--- src/rtl/uc_loader_pkg.sv ---
// uc_loader_pkg: shared types and constants for the uC serial register loader.
// Holds the loader state enum, sticky error codes and default header bytes.
package uc_loader_pkg;

   typedef enum logic [2:0] {
      S_IDLE,
      S_HDR,
      S_PAYLOAD,
      S_PARITY,
      S_COMMIT,
      S_PEND,
      S_DRAIN
   } state_t;

   localparam logic [2:0] ERR_NONE    = 3'd0;
   localparam logic [2:0] ERR_HDR     = 3'd1;
   localparam logic [2:0] ERR_TRUNC   = 3'd2;
   localparam logic [2:0] ERR_PARITY  = 3'd3;
   localparam logic [2:0] ERR_OVERRUN = 3'd4;

   localparam logic [7:0] HDR_DYN_DEF  = 8'hD1;
   localparam logic [7:0] HDR_STAT_DEF = 8'h5A;

endpackage

--- src/rtl/uc_sync_edge.sv ---
// uc_sync_edge: 2-flop synchroniser with registered rise/fall strobes.
// Ports: clk, rst_n (async low), d (async in), q (synced level), rise, fall.
module uc_sync_edge
   import uc_loader_pkg::*;
#(
   parameter logic RST_VAL = 1'b0
) (
   input  logic clk,
   input  logic rst_n,
   input  logic d,
   output logic q,
   output logic rise,
   output logic fall
);

   logic s1;
   logic s2;
   logic s3;

   // Strobes are registered so a pin edge shows up three clocks later.
   always_ff @(posedge clk or negedge rst_n) begin
      if (!rst_n) begin
         s1   <= RST_VAL;
         s2   <= RST_VAL;
         s3   <= RST_VAL;
         rise <= 1'b0;
         fall <= 1'b0;
      end else begin
         s1   <= d;
         s2   <= s1;
         s3   <= s2;
         rise <= s2 & ~s3;
         fall <= ~s2 & s3;
      end
   end

   assign q = s2;

endmodule

--- src/rtl/uc_reg_loader.sv ---
// uc_reg_loader: receives dynamic/static register images over a 3-wire uC link
// and commits them to held parallel words with one-cycle update strobes.
// Ports: CLK, RST_N, UC_CS_N/UC_SCLK/UC_MOSI (async serial), SR_BUSY, ERR_CLR,
// DYNREG, STATREG, UPD_DYN, UPD_STAT, BUSY, ERR_CODE.
// Option: define UC_REG_LOADER_PARITY_EN to expect a trailing even-parity bit.
module uc_reg_loader
   import uc_loader_pkg::*;
#(
   parameter int                    SIZESRDYN  = 16,
   parameter int                    SIZESRSTAT = 88,
   parameter logic [7:0]            HDR_DYN    = HDR_DYN_DEF,
   parameter logic [7:0]            HDR_STAT   = HDR_STAT_DEF,
   parameter logic [SIZESRDYN-1:0]  DYN_RST    = 16'h1234,
   parameter logic [SIZESRSTAT-1:0] STAT_RST   = 88'hABCDEF123456789ABCDEF1
) (
   input  logic                  CLK,
   input  logic                  RST_N,
   input  logic                  UC_CS_N,
   input  logic                  UC_SCLK,
   input  logic                  UC_MOSI,
   input  logic                  SR_BUSY,
   input  logic                  ERR_CLR,
   output logic [SIZESRDYN-1:0]  DYNREG,
   output logic [SIZESRSTAT-1:0] STATREG,
   output logic                  UPD_DYN,
   output logic                  UPD_STAT,
   output logic                  BUSY,
   output logic [2:0]            ERR_CODE
);

   localparam int CW = $clog2(SIZESRSTAT + 1);

   state_t st;
   state_t nxt;

   logic                  sclk_lvl;
   logic                  bit_stb;
   logic                  sclk_fall;
   logic                  cs_lvl;
   logic                  cs_rise;
   logic                  frm_start;
   logic                  mosi_m;
   logic                  mosi;
   logic                  unused_ok;

   logic [CW-1:0]         cnt;
   logic [7:0]            hdr;
   logic [7:0]            hdr_nx;
   logic [SIZESRSTAT-1:0] stage;
   logic                  is_stat;
   logic                  hdr_last;
   logic                  pay_last;
   logic                  commit;
   logic                  err_set;
   logic [2:0]            err_val;
`ifdef UC_REG_LOADER_PARITY_EN
   logic                  par;
`endif

   uc_sync_edge #(.RST_VAL(1'b0)) u_sclk (
      .clk   (CLK),
      .rst_n (RST_N),
      .d     (UC_SCLK),
      .q     (sclk_lvl),
      .rise  (bit_stb),
      .fall  (sclk_fall)
   );

   uc_sync_edge #(.RST_VAL(1'b1)) u_cs (
      .clk   (CLK),
      .rst_n (RST_N),
      .d     (UC_CS_N),
      .q     (cs_lvl),
      .rise  (cs_rise),
      .fall  (frm_start)
   );

   assign unused_ok = sclk_lvl ^ sclk_fall;

   always_ff @(posedge CLK or negedge RST_N) begin
      if (!RST_N) begin
         mosi_m <= 1'b0;
         mosi   <= 1'b0;
      end else begin
         mosi_m <= UC_MOSI;
         mosi   <= mosi_m;
      end
   end

   assign hdr_nx   = {hdr[6:0], mosi};
   assign hdr_last = (cnt == CW'(7));
   assign pay_last = is_stat ? (cnt == CW'(SIZESRSTAT - 1))
                             : (cnt == CW'(SIZESRDYN - 1));

   always_ff @(posedge CLK or negedge RST_N) begin
      if (!RST_N) begin
         st <= S_IDLE;
      end else begin
         st <= nxt;
      end
   end

   always_comb begin
      nxt     = st;
      commit  = 1'b0;
      err_set = 1'b0;
      err_val = ERR_NONE;
      unique case (st)
         S_IDLE: begin
            if (frm_start) nxt = S_HDR;
         end
         S_HDR: begin
            if (cs_rise) begin
               err_set = 1'b1;
               err_val = ERR_TRUNC;
               nxt     = S_IDLE;
            end else if (bit_stb && hdr_last) begin
               if (hdr_nx == HDR_DYN || hdr_nx == HDR_STAT) begin
                  nxt = S_PAYLOAD;
               end else begin
                  err_set = 1'b1;
                  err_val = ERR_HDR;
                  nxt     = S_DRAIN;
               end
            end
         end
         S_PAYLOAD: begin
            if (cs_rise) begin
               err_set = 1'b1;
               err_val = ERR_TRUNC;
               nxt     = S_IDLE;
            end else if (bit_stb && pay_last) begin
`ifdef UC_REG_LOADER_PARITY_EN
               nxt = S_PARITY;
`else
               nxt = S_COMMIT;
`endif
            end
         end
`ifdef UC_REG_LOADER_PARITY_EN
         S_PARITY: begin
            if (cs_rise) begin
               err_set = 1'b1;
               err_val = ERR_TRUNC;
               nxt     = S_IDLE;
            end else if (bit_stb) begin
               if (par ^ mosi) begin
                  err_set = 1'b1;
                  err_val = ERR_PARITY;
                  nxt     = S_DRAIN;
               end else begin
                  nxt = S_COMMIT;
               end
            end
         end
`endif
         S_COMMIT: begin
            if (!SR_BUSY) begin
               commit = 1'b1;
               nxt    = S_DRAIN;
            end else begin
               nxt = S_PEND;
            end
         end
         S_PEND: begin
            // A new frame here is dropped; the held image still commits.
            if (frm_start) begin
               err_set = 1'b1;
               err_val = ERR_OVERRUN;
            end
            if (!SR_BUSY) begin
               commit = 1'b1;
               nxt    = S_DRAIN;
            end
         end
         S_DRAIN: begin
            if (cs_lvl) nxt = S_IDLE;
         end
         default: nxt = S_IDLE;
      endcase
   end

   always_ff @(posedge CLK or negedge RST_N) begin
      if (!RST_N) begin
         cnt     <= '0;
         hdr     <= '0;
         stage   <= '0;
         is_stat <= 1'b0;
`ifdef UC_REG_LOADER_PARITY_EN
         par     <= 1'b0;
`endif
      end else begin
         if (st == S_IDLE) begin
            cnt <= '0;
`ifdef UC_REG_LOADER_PARITY_EN
            par <= 1'b0;
`endif
         end
         if (bit_stb && st == S_HDR) begin
            hdr <= hdr_nx;
            cnt <= hdr_last ? '0 : cnt + CW'(1);
            if (hdr_last) is_stat <= (hdr_nx == HDR_STAT);
`ifdef UC_REG_LOADER_PARITY_EN
            par <= par ^ mosi;
`endif
         end
         if (bit_stb && st == S_PAYLOAD) begin
            stage <= {stage[SIZESRSTAT-2:0], mosi};
            cnt   <= cnt + CW'(1);
`ifdef UC_REG_LOADER_PARITY_EN
            par   <= par ^ mosi;
`endif
         end
      end
   end

   // Dynamic frames use only the low bits of the shared staging register.
   always_ff @(posedge CLK or negedge RST_N) begin
      if (!RST_N) begin
         DYNREG   <= DYN_RST;
         STATREG  <= STAT_RST;
         UPD_DYN  <= 1'b0;
         UPD_STAT <= 1'b0;
      end else begin
         UPD_DYN  <= 1'b0;
         UPD_STAT <= 1'b0;
         if (commit) begin
            if (is_stat) begin
               STATREG  <= stage;
               UPD_STAT <= 1'b1;
            end else begin
               DYNREG   <= stage[SIZESRDYN-1:0];
               UPD_DYN  <= 1'b1;
            end
         end
      end
   end

   // First error sticks; a clear coinciding with a new error keeps the new one.
   always_ff @(posedge CLK or negedge RST_N) begin
      if (!RST_N) begin
         ERR_CODE <= ERR_NONE;
      end else if (err_set && (ERR_CODE == ERR_NONE || ERR_CLR)) begin
         ERR_CODE <= err_val;
      end else if (ERR_CLR) begin
         ERR_CODE <= ERR_NONE;
      end
   end

   assign BUSY = !(st == S_IDLE || st == S_DRAIN);

endmodule

--- config.mk ---
export PLATFORM = sky130hd
export DESIGN_NAME = uc_reg_loader
export DESIGN_NICKNAME = d
export VERILOG_FILES = /design/src/rtl/uc_loader_pkg.sv /design/src/rtl/uc_sync_edge.sv /design/src/rtl/uc_reg_loader.sv
export SDC_FILE = /design/constraint.sdc
export NUM_CORES = 1
export LEC_CHECK = 0
export ABC_CLOCK_PERIOD_IN_PS = 2050
export CAP_MARGIN = 20
export CORE_MARGIN = 2
export CORE_UTILIZATION = 55
export CTS_CLUSTER_SIZE = 16
export DETAILED_ROUTE_END_ITERATION = 16
export PLACE_DENSITY = 0.78
export SLEW_MARGIN = 20
export SYNTH_ARGS = -nofsm -noshare
export SYNTH_HDL_FRONTEND = slang
export SYNTH_SLANG_ARGS = --single-unit
--- constraint.sdc ---
create_clock -name CLK -period 2.05 [get_ports CLK]
set_input_delay 0.3075 -clock CLK [delete_from_list [all_inputs] [get_ports CLK]]
set_output_delay 0.3075 -clock CLK [all_outputs]
set_load 0.05 [all_outputs]
# After elaboration in Yosys (flattened, before gate mapping)
# Cells that the tools add are included.
[word_totals] ff_bits=226 inputBits=7 out_inout_bits=110
[op_classes] add_sub_neg=1 n_eq_ne=15 mux=35 bitwise=7 reduce_logical=18
[ops] cell="$mux W3" count=11
[ops] cell="$mux W7" count=4
[ops] cell="$pmux W3 S6" count=1
[ops] cell="$mux W1" count=14
[ops] cell="$eq A3 B3 Y1 const B" count=3
[ops] cell="$pmux W3 S3" count=1
[ops] cell="$eq A8 B7 Y1 const B" count=1
[ops] cell="$eq A8 B8 Y1 const B" count=1
[ops] cell="$add A7 B1 Y7 const B" count=1
[ops] cell="$eq A7 B3 Y1 const B" count=1
[ops] cell="$eq A7 B4 Y1 const B" count=1
[ops] cell="$eq A7 B7 Y1 const B" count=1
[ops] cell="$logic_not A3 Y1" count=2
[ops] cell="$mux W2" count=3
[ops] cell="$ne A3 B2 Y1 const B" count=2
[ops] cell="$reduce_and A2 Y1" count=3
[ops] cell="$logic_and A1 B1 Y1" count=5
[ops] cell="$reduce_and A5 Y1" count=1
[ops] cell="$ne A2 B1 Y1 const B" count=2
[ops] cell="$not A1 Y1" count=4
[ops] cell="$and A1 B1 Y1" count=3
[ops] cell="$eq A3 B1 Y1 const B" count=1
[ops] cell="$eq A3 B2 Y1 const B" count=1
[ops] cell="$logic_or A1 B1 Y1" count=3
[ops] cell="6 further kinds" count=6

# Longest topological paths before layout
[depth] word_depth=8 ltp_mapped=6 mapped_depth_nobuf=6

# Cells and area by module
# From an unflattened synthesis, not the netlist that was laid out.
[unflattened] cells_unflattened=544 area_unflattened_um2=8827.2
[modules_own_cells] mod="uc_reg_loader" instances=1 cells_each=530 area_each_um2=8543.2 seq_area_each_um2=5499.0
[modules_own_cells] mod="uc_sync_edge (u_cs)" instances=1 cells_each=7 area_each_um2=143.9 seq_area_each_um2=128.9
[modules_own_cells] mod="uc_sync_edge (u_sclk)" instances=1 cells_each=7 area_each_um2=140.1 seq_area_each_um2=125.1

# Worst setup path before layout
# No wires, ideal clock.
[synth_path] path_type="register -> register" startpoint="reg st[1]" endpoint="reg DYNREG[10]" setup_ps=125 arrival_ps=1677 t_required_ps=1925 setup_slack_ps=248 stages_incl_launch_ff=5 path_buffers=2 path_cell_list="dfrtp_1 buf_2 nor4_4 buf_2 mux2_2"
[synth_between] elab_chain_cells=4 word_cells_on_any_way=5 classes_between="eq/ne (2); mux (1); reduce/logical (2)"
[synth_lines] element="start: declaration" line_no="uc_reg_loader.sv:33" source="state_t st;"
[synth_lines] element="start signal: assignment" line_no="uc_reg_loader.sv:99" source="st <= nxt;"
[synth_lines] element="$eq A3 B3 Y1" line_no="uc_reg_loader.sv:108" source="unique case (st)"
[synth_lines] element="$reduce_or A2 Y1 (no line) (*)"
[synth_lines] element="$mux W1 (*)"
[synth_lines] element="$reduce_and A2 Y1 (no line) (*)"
[synth_lines] element="end signal: assignment" line_no="uc_reg_loader.sv:232" source="DYNREG <= stage[SIZESRDYN-1:0];"
[synth_lines] element="end: declaration" line_no="uc_reg_loader.sv:23" source="output logic [SIZESRDYN-1:0] DYNREG,"
# Mark *: on every way between the ends. The rest lies on a longest branch, timed or not.
# A chain may end at the register's enable or synchronous reset.

# Final worst setup path
[layout_path] startpoint="reg cnt[0]" endpoint="reg st[2]"
[layout_between] elab_chain_cells=5 word_cells_on_any_way=9 classes_between="eq/ne (5); mux (1); reduce/logical (3)"
[layout_lines] element="start: declaration" line_no="uc_reg_loader.sv:46" source="logic [CW-1:0] cnt;"
[layout_lines] element="start signal: assignment" line_no="uc_reg_loader.sv:201" source="cnt <= hdr_last ? '0 : cnt + CW'(1);"
[layout_lines] element="start signal: assignment" line_no="uc_reg_loader.sv:209" source="cnt <= cnt + CW'(1);"
[layout_lines] element="$eq A7 B4 Y1 or $eq A7 B7 Y1 (tied branches)" line_no="uc_reg_loader.sv:93, uc_reg_loader.sv:92"
[layout_lines] element="$mux W1" line_no="uc_reg_loader.sv:92" source="assign pay_last = is_stat ? (cnt == CW'(SIZESRSTAT - 1))"
[layout_lines] element="$logic_and A1 B1 Y1" line_no="uc_reg_loader.sv:132" source="end else if (bit_stb && pay_last) begin"
[layout_lines] element="$ne A3 B2 Y1 (no line)"
[layout_lines] element="$reduce_and A5 Y1 (no line) (*)"
# Marked as above.

==> impl_metrics.env <==
export IMPL_run_status="completed"
export IMPL_fmax_mhz=501
export IMPL_initial_core_util_pct=55.5
export IMPL_cts_root_buf="clkbuf_16"
export IMPL_timing_final_crit_share_pct=97.4
export IMPL_yosys_warnings=0
export IMPL_grt_pass1_wl_um=26600
export IMPL_ys_ff_latch=226
export IMPL_cp_arrival_ns=2.39
export IMPL_post_cts_buffers=0
export IMPL_path_clk_slew_ns=0.06
export IMPL_post_drt_wl_per_cell_um=17.7
export IMPL_cts_buffers=23
export IMPL_final_cell_mix="mux2_2, dfrtp_1, dfstp_2, clkdlybuf4s50_1, dlygate4sd2_1"
export IMPL_numClockSinks=226
export IMPL_start_kind="flip-flop"
export IMPL_wl_um=16100
export IMPL_grt_max_degree=67
export IMPL_fin_skew_ns=0.0119
export IMPL_worstMarginPinSlew_ns=0.589
export IMPL_postSynthAreaPerCell_um2=16.3
export IMPL_cap_violations=0
export IMPL_crit_required_ns=2.45
export IMPL_synth_edf_count=0
export IMPL_final_common_cell="mux2_2"
export IMPL_synth_flop_cell="dfrtp_1"
export IMPL_synth_nets=543
export IMPL_setup_tns_ns=0
export IMPL_final_max_slew_viol_count=0
export IMPL_grt_total_usage_pct=19.6
export IMPL_drc=0
export IMPL_cts_buffer_depth=3
export IMPL_die_w_um=130
export IMPL_setup_viol=0
export IMPL_rsz0062_at_grt="false"
export IMPL_final_nets=685
export IMPL_dp_cells=867
export IMPL_met2_usage_pct=31.4
export IMPL_synthDistinctLibCells=50
export IMPL_vias=4836
export IMPL_die_h_um=130
export IMPL_finalHoldViolCount=0
export IMPL_cp_max_fo=4
export IMPL_ys_seq_area_share_pct=65.6
export IMPL_io_pins=117
export IMPL_antenna_found_initial=0
export IMPL_vias_per_cell=5.31
export IMPL_core_um2=15700
export IMPL_die_area_um2=16900
export IMPL_worstSetupPathType="reg -> reg"
export IMPL_globalRouteMet1Util_pct=27.8
export IMPL_cts_tree="done"
export IMPL_leakagePower_uw=0.00557
export IMPL_initialDrtViolationCount=192
export IMPL_dp_hpwl_um=10600
export IMPL_cts_htree_levels=1
export IMPL_postSynthCellCount=535
export IMPL_ir_drop_mv=0.552
export IMPL_async_reset_ff_share_pct=100
export IMPL_grt_pass1_vias=5129
export IMPL_synth_area_um2=8730
export IMPL_use_met3_pct=5.17
export IMPL_diodes=0
export IMPL_grt_busiest_layer="met2"
export IMPL_clkLatencyLatePin_ns=0.49
export IMPL_p_per_area_nw_per_um2=959
export IMPL_worst_hold_path_type="in -> reg"
export IMPL_final_cells=910
export IMPL_place_gp_congestion=0.771
export IMPL_dr_pass1_iters=4
export IMPL_grt_overflow_total=0
export IMPL_min_period_ns=2.00
export IMPL_crit_path_end_kind="flip-flop"
export IMPL_ant_nets=0
export IMPL_row_count=46
export IMPL_port_buffers=116
export IMPL_area_delta_synth_final_pct=27.5
export IMPL_drive_gt1_share_pct=47.1
export IMPL_relSlewSlack_pct=60.7
## cells in the mapped netlist, types with 2 or more instances
library cell / number / share of area, %
nand3_1: 6 / 0.34
nand2_1: 3 / 0.13
xor2_1: 3 / 0.30
nor4bb_1: 2 / 0.23
clkbuf_1: 2 / 0.086
a21oi_1: 3 / 0.17
dfrtp_1: 168 / 48
nand2b_1: 6 / 0.43
a21boi_0: 2 / 0.17
nor2_1: 5 / 0.22
and3_1: 2 / 0.14
nor3b_1: 3 / 0.26
buf_6: 3 / 0.39
dfstp_2: 58 / 17
a21o_1: 2 / 0.17
o2bb2ai_1: 3 / 0.30
mux2_2: 191 / 25
nor3_1: 3 / 0.17
nor2b_1: 5 / 0.36
mux2_1: 11 / 1.4
o21ai_0: 5 / 0.29
inv_1: 5 / 0.22
buf_2: 17 / 0.97
## sequential cells by signal, indices dropped and copies added, names as in the netlist, 3 cells and up
| register | cells |
|---|---|
| cnt | 7 |
| DYNREG | 16 |
| STATREG | 88 |
| hdr | 7 |
| st | 3 |
| ERR_CODE | 3 |
| stage | 88 |
## through the flow
step	setup slack, ns	util (%)	hold WS (ns)	total power [uW]	instance area [um2]
final	0.0530	70.8	0.231	10700	11100
after global routing	0.00393	70.8	0.217	11100	11100
after CTS	0.0111	70.7	0.207	10800	11100
after detailed placement	-0.0271	65.9	0.300	6430	10400
after global placement	-0.0219	65.9	0.292	6370	10400
after floorplan	0.248	-	0.0119	5830	8730
## what timing repair did
action,4_1_cts,5_1_grt
pin swaps,0,0
gates resized for setup,48,10
endpoints found under the setup margin,48,10
hold endpoints to repair,44,0
hold buffers,1,0
## routing by layer
metal	wire length (um)	share of wire [%]	vias up
met5	0	0	-
met4	117	0.73	0
met3	979	6.1	10
met2	7680	48	110
met1	7320	45	2515
li1	-	-	2201
## cell type report
cell class / instances / area (um2)
Clock inverter: 11 / 159
Clock buffer: 31 / 636
Multi-Input combinational cell: 280 / 2850
Sequential cell: 226 / 5730
Fill cell: 1027 / 4580
Tap cell: 216 / 270
Inverter: 6 / 22.5
Timing Repair Buffer: 140 / 1470
## kinds of logic (layout without fill, tap and decap cells)
family	Yosys count	after routing	synth area share (%)
compound gates	25	25	2.11
xor+xnor	4	4	0.402
fa+ha+maj	2	2	0.258
buf+inv	29	188	1.79
flops	226	226	65.6
mux	203	203	26.2
simple gates	46	46	3.63
## final timing paths
check,startpoint,end,slack (ns),cells past startpoint
max,cnt[0],st[2],0.05,6
min,UC_CS_N,u_cs.s1,0.23,1
max reg2reg,cnt[0],st[2],0.05,6
min reg2reg,u_sclk.s1,u_sclk.q,0.36,0
max in group asynchronous,RST_N,STATREG[87],0.96,3
min in group asynchronous,RST_N,cnt[1],0.37,2
## worst max-delay path, stage by stage, from the launching register on
cell       delay (ns)
dfrtp_1          0.39
ha_1             0.23
and3b_1          0.24
nand3_1          0.15
a221oi_2         0.45
a21boi_0         0.24
a2bb2oi_1        0.21
## where the power goes
group	switching, uW	total (uW)	internal (uW)
clock	1640	4330	2680
combinational	825	1510	684
sequential	178	4830	4650
total	2650	10700	8020
Power figures use the tool's default switching activity.
